==> config.mk <==
export PLATFORM = sky130hd
export DESIGN_NAME = img_write
export DESIGN_NICKNAME = d
export VERILOG_FILES = /design/src/rtl/img_pkg.sv /design/src/rtl/img_write_bmp_header_rom.sv /design/src/rtl/img_write.sv
export SDC_FILE = /design/constraint.sdc
export NUM_CORES = 1
export LEC_CHECK = 0
export ABC_AREA = 1
export CORE_ASPECT_RATIO = 1.4
export CORE_UTILIZATION = 30
export DETAILED_ROUTE_END_ITERATION = 16
export PLACE_DENSITY = 0.56
export SLEW_MARGIN = 0
export SYNTH_ARGS = -nofsm -noshare
export SYNTH_HDL_FRONTEND = slang
export SYNTH_HIERARCHICAL = 1
export SYNTH_SLANG_ARGS = --single-unit
==> constraint.sdc <==
create_clock -name HCLK -period 5.5 [get_ports HCLK]
set_input_delay 1.1 -clock HCLK [delete_from_list [all_inputs] [get_ports HCLK]]
set_output_delay 1.1 -clock HCLK [all_outputs]
set_load 0.01 [all_outputs]
==> src/rtl/img_pkg.sv <==
// ============================================================================
// Module   : img_pkg
// Brief    : Shared types and constants for the BMP image writer.
// Revision : 1.0 - initial release
// ============================================================================
`default_nettype none

package img_pkg;

  typedef enum logic [1:0] {
    S_HEADER = 2'd0,
    S_ACCEPT = 2'd1,
    S_DRAIN  = 2'd2,
    S_DONE   = 2'd3
  } img_state_t;

  localparam int BMP_HDR_BYTES  = 54;
  localparam int IMG_WIDTH_DEF  = 768;
  localparam int IMG_HEIGHT_DEF = 512;

  localparam logic [5:0] OFF_SIGNATURE   = 6'd0;
  localparam logic [5:0] OFF_FILE_SIZE   = 6'd2;
  localparam logic [5:0] OFF_RESERVED    = 6'd6;
  localparam logic [5:0] OFF_DATA_OFFSET = 6'd10;
  localparam logic [5:0] OFF_DIB_SIZE    = 6'd14;
  localparam logic [5:0] OFF_WIDTH       = 6'd18;
  localparam logic [5:0] OFF_HEIGHT      = 6'd22;
  localparam logic [5:0] OFF_PLANES      = 6'd26;
  localparam logic [5:0] OFF_BPP         = 6'd28;
  localparam logic [5:0] OFF_COMPRESSION = 6'd30;
  localparam logic [5:0] OFF_IMAGE_SIZE  = 6'd34;

  // Byte of a little-endian field of len bytes at off; zero outside the field.
  function automatic logic [7:0] le_field(input logic [31:0] val, input logic [5:0] idx,
                                          input logic [5:0] off, input logic [2:0] len);
    logic [5:0] rel;
    rel      = idx - off;
    le_field = 8'h00;
    if ((idx >= off) && (rel < {3'b000, len})) begin
      le_field = val[{rel[1:0], 3'b000} +: 8];
    end
  endfunction

endpackage

`default_nettype wire

==> src/rtl/img_write_bmp_header_rom.sv <==
// ============================================================================
// Module   : bmp_header_rom
// Brief    : Combinational 54-byte BMP/DIB header, indexed by byte position.
// Revision : 1.0 - initial release
// ============================================================================
`default_nettype none

module bmp_header_rom
  import img_pkg::*;
#(
  parameter int WIDTH  = IMG_WIDTH_DEF,
  parameter int HEIGHT = IMG_HEIGHT_DEF
) (
  input  logic [5:0] index,
  output logic [7:0] hdr_byte
);

  localparam logic [31:0] c_image_size = 32'(WIDTH * HEIGHT * 3);
  localparam logic [31:0] c_file_size  = 32'(BMP_HDR_BYTES) + c_image_size;

  // Fields never overlap, so OR-ing them yields the byte; reserved and
  // compression fields are zero and need no term.
  assign hdr_byte = le_field(32'h0000_4D42,       index, OFF_SIGNATURE,   3'd2)
                  | le_field(c_file_size,         index, OFF_FILE_SIZE,   3'd4)
                  | le_field(32'(BMP_HDR_BYTES),  index, OFF_DATA_OFFSET, 3'd4)
                  | le_field(32'd40,              index, OFF_DIB_SIZE,    3'd4)
                  | le_field(32'(WIDTH),          index, OFF_WIDTH,       3'd4)
                  | le_field(32'(HEIGHT),         index, OFF_HEIGHT,      3'd4)
                  | le_field(32'd1,               index, OFF_PLANES,      3'd2)
                  | le_field(32'd24,              index, OFF_BPP,         3'd2)
                  | le_field(c_image_size,        index, OFF_IMAGE_SIZE,  3'd4);

endmodule

`default_nettype wire

==> src/rtl/img_write.sv <==
// ============================================================================
// Module   : img_write
// Brief    : Streams a 24-bit BMP file (header + bottom-up pixel rows) as byte writes.
// Revision : 1.0 - initial release
// ============================================================================
`default_nettype none

module img_write
  import img_pkg::*;
#(
  parameter int WIDTH  = IMG_WIDTH_DEF,
  parameter int HEIGHT = IMG_HEIGHT_DEF,
  parameter int ADDR_W = 21
) (
  input  logic              HCLK,
  input  logic              HRESET,
  input  logic              hsync_in,
  output logic              in_ready,
  input  logic [7:0]        r0,
  input  logic [7:0]        g0,
  input  logic [7:0]        b0,
  input  logic [7:0]        r1,
  input  logic [7:0]        g1,
  input  logic [7:0]        b1,
  output logic              mem_we,
  output logic [ADDR_W-1:0] mem_addr,
  output logic [7:0]        mem_wdata,
  output logic              write_done
);

  localparam logic [ADDR_W-1:0] c_hdr_bytes = ADDR_W'(BMP_HDR_BYTES);
  localparam logic [ADDR_W-1:0] c_width     = ADDR_W'(WIDTH);
  localparam logic [ADDR_W-1:0] c_last_col  = ADDR_W'(WIDTH - 2);
  localparam logic [ADDR_W-1:0] c_last_row  = ADDR_W'(HEIGHT - 1);
  localparam logic [ADDR_W-1:0] c_px_bytes  = ADDR_W'(3);
  localparam logic [ADDR_W-1:0] c_col_step  = ADDR_W'(2);
  localparam logic [ADDR_W-1:0] c_one       = ADDR_W'(1);
  localparam logic [5:0]        c_hdr_end   = 6'(BMP_HDR_BYTES);

  img_state_t        r_state;
  logic [5:0]        r_hdr_idx;
  logic [ADDR_W-1:0] r_row;
  logic [ADDR_W-1:0] r_col;
  logic [2:0]        r_byte_k;
  logic [47:0]       r_pix;
  logic              r_mem_we;
  logic [ADDR_W-1:0] r_mem_addr;
  logic [7:0]        r_mem_wdata;

  logic [7:0]        w_hdr_byte;
  logic [ADDR_W-1:0] w_pair_base;
  logic              w_last_pair;

  bmp_header_rom #(
    .WIDTH  (WIDTH),
    .HEIGHT (HEIGHT)
  ) u_hdr_rom (
    .index    (r_hdr_idx),
    .hdr_byte (w_hdr_byte)
  );

  // BMP stores rows bottom-up, so input row 0 maps to the last file row.
  assign w_pair_base = c_hdr_bytes + ((c_last_row - r_row) * c_width + r_col) * c_px_bytes;
  assign w_last_pair = (r_row == c_last_row) && (r_col == c_last_col);

  assign in_ready   = (r_state == S_ACCEPT);
  assign write_done = (r_state == S_DONE);
  assign mem_we     = r_mem_we;
  assign mem_addr   = r_mem_addr;
  assign mem_wdata  = r_mem_wdata;

  // Write outputs are registered one step ahead of the byte they carry, so
  // HEADER runs one extra cycle (index 54) to retire its last write before ACCEPT.
  always_ff @(posedge HCLK or posedge HRESET) begin
    if (HRESET) begin
      r_state     <= S_HEADER;
      r_hdr_idx   <= 6'd0;
      r_row       <= '0;
      r_col       <= '0;
      r_byte_k    <= 3'd0;
      r_pix       <= 48'd0;
      r_mem_we    <= 1'b0;
      r_mem_addr  <= '0;
      r_mem_wdata <= 8'h00;
    end else begin
      case (r_state)
        S_HEADER: begin
          if (r_hdr_idx == c_hdr_end) begin
            r_mem_we  <= 1'b0;
            r_hdr_idx <= 6'd0;
            r_state   <= S_ACCEPT;
          end else begin
            r_mem_we    <= 1'b1;
            r_mem_addr  <= ADDR_W'(r_hdr_idx);
            r_mem_wdata <= w_hdr_byte;
            r_hdr_idx   <= r_hdr_idx + 6'd1;
          end
        end
        S_ACCEPT: begin
          if (hsync_in) begin
            r_pix       <= {r1, g1, b1, r0, g0, b0};
            r_mem_we    <= 1'b1;
            r_mem_addr  <= w_pair_base;
            r_mem_wdata <= b0;
            r_byte_k    <= 3'd0;
            r_state     <= S_DRAIN;
          end
        end
        S_DRAIN: begin
          if (r_byte_k == 3'd5) begin
            r_mem_we <= 1'b0;
            if (r_col == c_last_col) begin
              r_col <= '0;
              r_row <= r_row + c_one;
            end else begin
              r_col <= r_col + c_col_step;
            end
            r_state <= w_last_pair ? S_DONE : S_ACCEPT;
          end else begin
            r_byte_k    <= r_byte_k + 3'd1;
            r_mem_addr  <= r_mem_addr + c_one;
            r_mem_wdata <= r_pix[15:8];
            r_pix       <= {8'h00, r_pix[47:8]};
          end
        end
        S_DONE: begin
          r_mem_we <= 1'b0;
        end
        default: begin
          r_mem_we <= 1'b0;
          r_state  <= S_HEADER;
        end
      endcase
    end
  end

endmodule

`default_nettype wire

# Yosys cells after proc, flatten, opt, wreduce, memory -nomap -nowiden
# Cells that the tools add are included.
[classes] n_addsub=16 n_mul=2 order_cmp=18 n_eq_ne=12 shift=9 muxes=34 n_bitwise=8 n_reduce_logical=19
[op_table] operator="$shiftx 32x6->8 const A" n=9
[op_table] operator="$mux 48" n=2
[op_table] operator="$mux 8" n=12
[op_table] operator="$pmux 48 s2" n=1
[op_table] operator="$mux 21" n=4
[op_table] operator="$or 8x8->8" n=8
[op_table] operator="$pmux 21 s3" n=1
[op_table] operator="$add 21x1->21 const B" n=2
[op_table] operator="$lt 6x3->1 const B" n=6
[op_table] operator="$ge 6x5->1 const B" n=4
[op_table] operator="$pmux 8 s3" n=1
[op_table] operator="$sub 6x5->6 const B" n=4
[op_table] operator="$add 21x2->21 const B" n=1
[op_table] operator="$add 21x21->21" n=1
[op_table] operator="$add 6x21->21 const A" n=1
[op_table] operator="$eq 21x10->1 const B" n=1
[op_table] operator="$eq 21x9->1 const B" n=1
[op_table] operator="$mul 21x2->13 const B" n=1
[op_table] operator="$mul 21x2->21 const B" n=1
[op_table] operator="$sub 9x21->21 const A" n=1
[op_table] operator="$lt 6x2->1 const B" n=3
[op_table] operator="$ge 6x4->1 const B" n=2
[op_table] operator="$sub 6x4->6 const B" n=2
[op_table] operator="$logic_and 1x1->1" n=10
[op_table] operator="other kinds (25)" n=39
[word_totals] regBits=131 in_bits=51 word_cells=127

# Longest topological paths before layout
[depth] word_depth=14 mapped_depth=31 depth_no_buf=31

# Modules after synthesis
# Netlist, hierarchy kept.
[modules_own_cells] mod="img_write" instances=1 cells_each=1117 area_per_inst_um2=8645.8 seq_area_each_um2=3052.9
[modules_own_cells] mod="bmp_header_rom" instances=1 cells_each=110 area_per_inst_um2=533.0 seq_area_each_um2=0.0

# Worst setup path after synthesis
# OpenSTA, ideal clock, no wires.
[synth_timing] path_kind="flip-flop to flip-flop" startpoint="reg r_row[0]" endpoint="reg r_mem_addr[20], in the netlist mem_addr[20]" setup_time_ps=117 arrival_time_ps=4407 setup_slack_ps=976 path_stages_with_launch=29 path_buffers=0 period_less_slack_ps=4524 path_cell_list="dfrtp_1 > inv_1 > ha_1 > inv_1 > fa_1 > o21ai_0 > nand2_1 > nand2_1 > a21oi_1 > xor2_1 > inv_1 > ha_1 > a21oi_1 > o21ai_0 > a21oi_1 > nor2_1 > nor2_1 > xor2_1 > ha_1 > ha_1 > inv_1 > nor3_1 > nand4_1 > o211a_1 > nand3b_1 > nand3_1 > nand2_1 > nand2_1 > nand2_1"
[synth_between] elab_chain_len=7
[synth_rtl] element="from (decl)" line_no="img_write.sv:42" text="logic [ADDR_W-1:0] r_row;"
[synth_rtl] element="from (signal assigned)" line_no="img_write.sv:114" text="r_row <= r_row + c_one;"
[synth_rtl] element="$sub 9x21->21" line_no="img_write.sv:63" text="assign w_pair_base = c_hdr_bytes + ((c_last_row - r_row) * c_width + r_col) * c_px_bytes;"
[synth_rtl] element="$mul 21x2->13" line_no="img_write.sv:63"
[synth_rtl] element="$add 21x21->21" line_no="img_write.sv:63"
[synth_rtl] element="$mul 21x2->21" line_no="img_write.sv:63"
[synth_rtl] element="$add 6x21->21" line_no="img_write.sv:63"
[synth_rtl] element="$mux 21" line_no="img_write.sv:100" text="if (hsync_in) begin"
[synth_rtl] element="$pmux 21 s3" line_no="img_write.sv:86" text="case (r_state)"
[synth_rtl] element="to (signal assigned)" line_no="img_write.sv:94" text="r_mem_addr <= ADDR_W'(r_hdr_idx);"
[synth_rtl] element="to (signal assigned)" line_no="img_write.sv:103" text="r_mem_addr <= w_pair_base;"
[synth_rtl] element="to (signal assigned)" line_no="img_write.sv:121" text="r_mem_addr <= r_mem_addr + c_one;"
[synth_rtl] element="to (decl)" line_no="img_write.sv:47" text="logic [ADDR_W-1:0] r_mem_addr;"
# No other way between the ends. The select of a mux whose other input is x is not followed.
# A chain may end at the register's enable or synchronous reset.

# Worst setup path after layout
[layout_timing] startpoint="reg r_row[0]" endpoint="reg r_mem_addr[19], in the netlist mem_addr[19]"
# The elaborated chain is that of the path after synthesis.

==> flow_summary.ini <==
[outcome]
outcome = finished clean

[synthesis]
mappedNetlistArea_um2 = 9180
yosysTopAreaCellShare = 0.333
yosysWarnings = 6
synthCells = 1227
synth.largest_area_cell = dfrtp_1
synth.yosys.seq_area_share = 0.333
synth_seq_cells = 122
synthArstFlopShare = 1.00
synth_ff_type = dfrtp_1
synthTopCellsByArea = dfrtp_1 33%, ha_1 12%, nand2_1 10%
synth_edf_count = 0
ys_types = 57
synth_area_per_cell_um2 = 7.48
syn_nets = 1368

[cells_and_area]
final_cell_count_no_fill = 1703
drive_gt1_frac = 0.0569
diodes = 0
finalNetCount = 1446
final_util = 0.366
area_growth_pct = 19.8

[setup_path]
crit_start = r_row[0]
critPathKind = register to register
crit_required_ns = 5.81
crit_end = mem_addr[19]
ff2ff_path_depth = 30
timing.rr.end = mem_addr[19]
cp-start-kind = register
rrSetupSlack_ns = 0.56
crit_top_cell = inv_1
critPathCaptureType = register
crit_path_top_delay_cell = dfrtp_1
worstPathArrival_ns = 5.25
reg2reg_from = r_row[0]
cp_max_fo = 5
critPathMaxStageDelay_ns = 0.45

[timing]
worst_pin_slew_ns = 1.10
rsz0062_at_grt = no
period_share = 0.898
finalClockSkew_ns = 0.0127
slew-limit-headroom = 0.263
setup_tns_ns = 0
hold_violations = 0
fmaxAchievable_ghz = 0.202
maxSlewViolCount = 0
layout_min_cycle_time_ns = 4.94
setup_viol = 0

[die]
die_w_um = 150
die-area_um2 = 31300
io_pins = 83
core-area_um2 = 30000
die_h_um = 209
fp-row-count = 75
initial_core_util = 0.306

[clock_tree]
hold_buffers = 0
cts_tree = built
cts.path.max_buffers = 2
insertion_delay_ns = 0.43
cts_root_buf = clkbuf_16
numCtsBuffers = 17
clock-sinks = 122
clk_pin_slew_worst_paths_ns = 0.06
htree_levels = 4

[detailed_routing]
wl_um = 24500
ant_nets = 0
vias_per_cell = 4.90
avgRoutedWirePerCell_um = 14.4
vias = 8342
route.detailed.drc = 0
drt_iter0_markers = 390
drt_pre_antenna_iters = 5

[pwr]
p_leak_nw = 5.46
p_total_mw = 2.10
ir_drop_uv = 225
power_density_nw_per_um2 = 191

[placement]
hpwl_um = 18800
port_buffers = 82
gp_congestion = 0.850
dp.cells = 1671

[global_route]
grt_pass1_vias = 8400
grt.total_usage = 0.165
antenna_found_initial = 0
grt_max_degree = 70
grt_pass1_wl_um = 41000
globalRouteOverflowTotal = 0

[job]
drv_cap = 0

[worst_hold_path]
hold_class = register to register
==> layout by cell type, fill, tap and decap left out, types with 8 or more instances in the layout <==
cell type and instances:
a21oi_1 63, a221oi_1 8, clkbuf_16 17, clkdlybuf4s50_1 82, dfrtp_1 122, ha_1 87, inv_1 151, nand2_1 247
nand3_1 65, nand4_1 25, nor2_1 147, nor3_1 19, o21ai_0 82, o22ai_1 35, o31ai_1 11, xnor2_1 13
xor2_1 40
==> worst min path at each step <==
stage          startpoint   endpoint  slack, ns  cells after the start
3_5_place_dp    r_row[20]  r_row[20]       0.46                      1
5_1_grt         r_row[20]  r_row[20]       0.50                      1
4_1_cts         r_row[20]  r_row[20]       0.47                      1
2_1_floorplan   r_row[20]  r_row[20]       0.44                      1
3_3_place_gp    r_row[20]  r_row[20]       0.46                      1
6_report        r_row[20]  r_row[20]       0.47                      1
==> layer usage <==
layer  track usage  up-vias  routed length, um
met5             0        -                  0
met4        0.0707        0                743
met3        0.0279       37                612
met2         0.295      133              12700
met1         0.190     3917              10500
li1              -     4255                  -
==> critical path, delay by kind of cell, from the launching register on <==
| kind | cells | cell delay (ns) |
|---|---|---|
| adders and majority gates | 5 | 1.51 |
| AOI/OAI and AO/OA | 9 | 1.25 |
| and+or+nand+nor | 9 | 0.89 |
| DFF | 1 | 0.45 |
| buffers and inverters | 5 | 0.42 |
| xor gates and xnor gates | 2 | 0.32 |
==> cells in the mapped netlist (2+ instances only) <==
| cell type | n |
|---|---|
| a21boi_0 | 3 |
| o211a_1 | 2 |
| a31oi_1 | 5 |
| o21ai_0 | 83 |
| inv_1 | 152 |
| dfrtp_1 | 122 |
| fa_1 | 3 |
| or2_2 | 7 |
| a21oi_1 | 63 |
| buf_4 | 2 |
| inv_2 | 5 |
| nand2_1 | 247 |
| buf_1 | 2 |
| o22ai_1 | 35 |
| nor3_2 | 2 |
| o21a_1 | 2 |
| o211ai_1 | 4 |
| o31ai_1 | 11 |
| clkbuf_1 | 18 |
| xor2_1 | 40 |
| buf_2 | 5 |
| o21bai_1 | 2 |
| a21o_1 | 2 |
| nor2_1 | 148 |
| nand3b_1 | 7 |
| nand3_1 | 65 |
| a22o_1 | 2 |
| xnor2_1 | 13 |
| nor3_1 | 20 |
| nand4_1 | 25 |
| nor4_4 | 2 |
| a221oi_1 | 8 |
| nand2_2 | 3 |
| nand4_2 | 2 |
| nor2_4 | 5 |
| nor2_2 | 3 |
| ha_1 | 87 |
==> report_power, final <==
part           switching (mW)  internal [mW]  leakage, nW  total (mW)
registers            0.000275          0.898         1.63       0.898
clock network           0.443          0.695        0.280        1.14
logic                  0.0257         0.0338         3.56      0.0595
total                   0.469           1.63         5.46        2.10
==> flip-flops by register name (all words and copies together), names as in the netlist <==
signal     cells
r_pix         40
r_state        2
r_byte_k       3
r_col         20
r_hdr_idx      6
mem_we         1
mem_addr      21
mem_wdata      8
r_row         21
==> through the flow <==
stage	worst slack, ns	area (um2)	hold WS, ns
after floorplan	0.976	9180	0.442
after global placement	0.563	10400	0.460
after detailed placement	0.464	10400	0.461
after CTS	0.434	11000	0.473
after global routing	0.0842	11000	0.499
final	0.560	11000	0.470
==> area by class of cell <==
class,count,area [um2]
fill,3199,19000
multi-input combinational,918,5410
clock buffer,20,457
timing repair buffer,87,858
tap,385,482
clock inverter,12,139
inverter,159,602
sequential,122,3050
==> what timing repair did <==
| item | CTS | global route |
|---|---|---|
| buffers inserted | 0 | 0 |
| gates resized for setup | 0 | 2 |
| setup endpoints to repair | 0 | 2 |
==> cell families (layout without fill, tap and decap cells) <==
group	Yosys count	after routing	synth area share
AND/OR/NAND/NOR	545	545	0.267
AO/OA/AOI/OAI	228	228	0.143
buffers and inverters	187	278	0.0791
flip-flops	122	122	0.333
adder cells (fa/ha/maj)	90	90	0.125
XOR/XNOR	54	54	0.0523
other	1	1	0.000409
(Power assumes the default switching activity.)
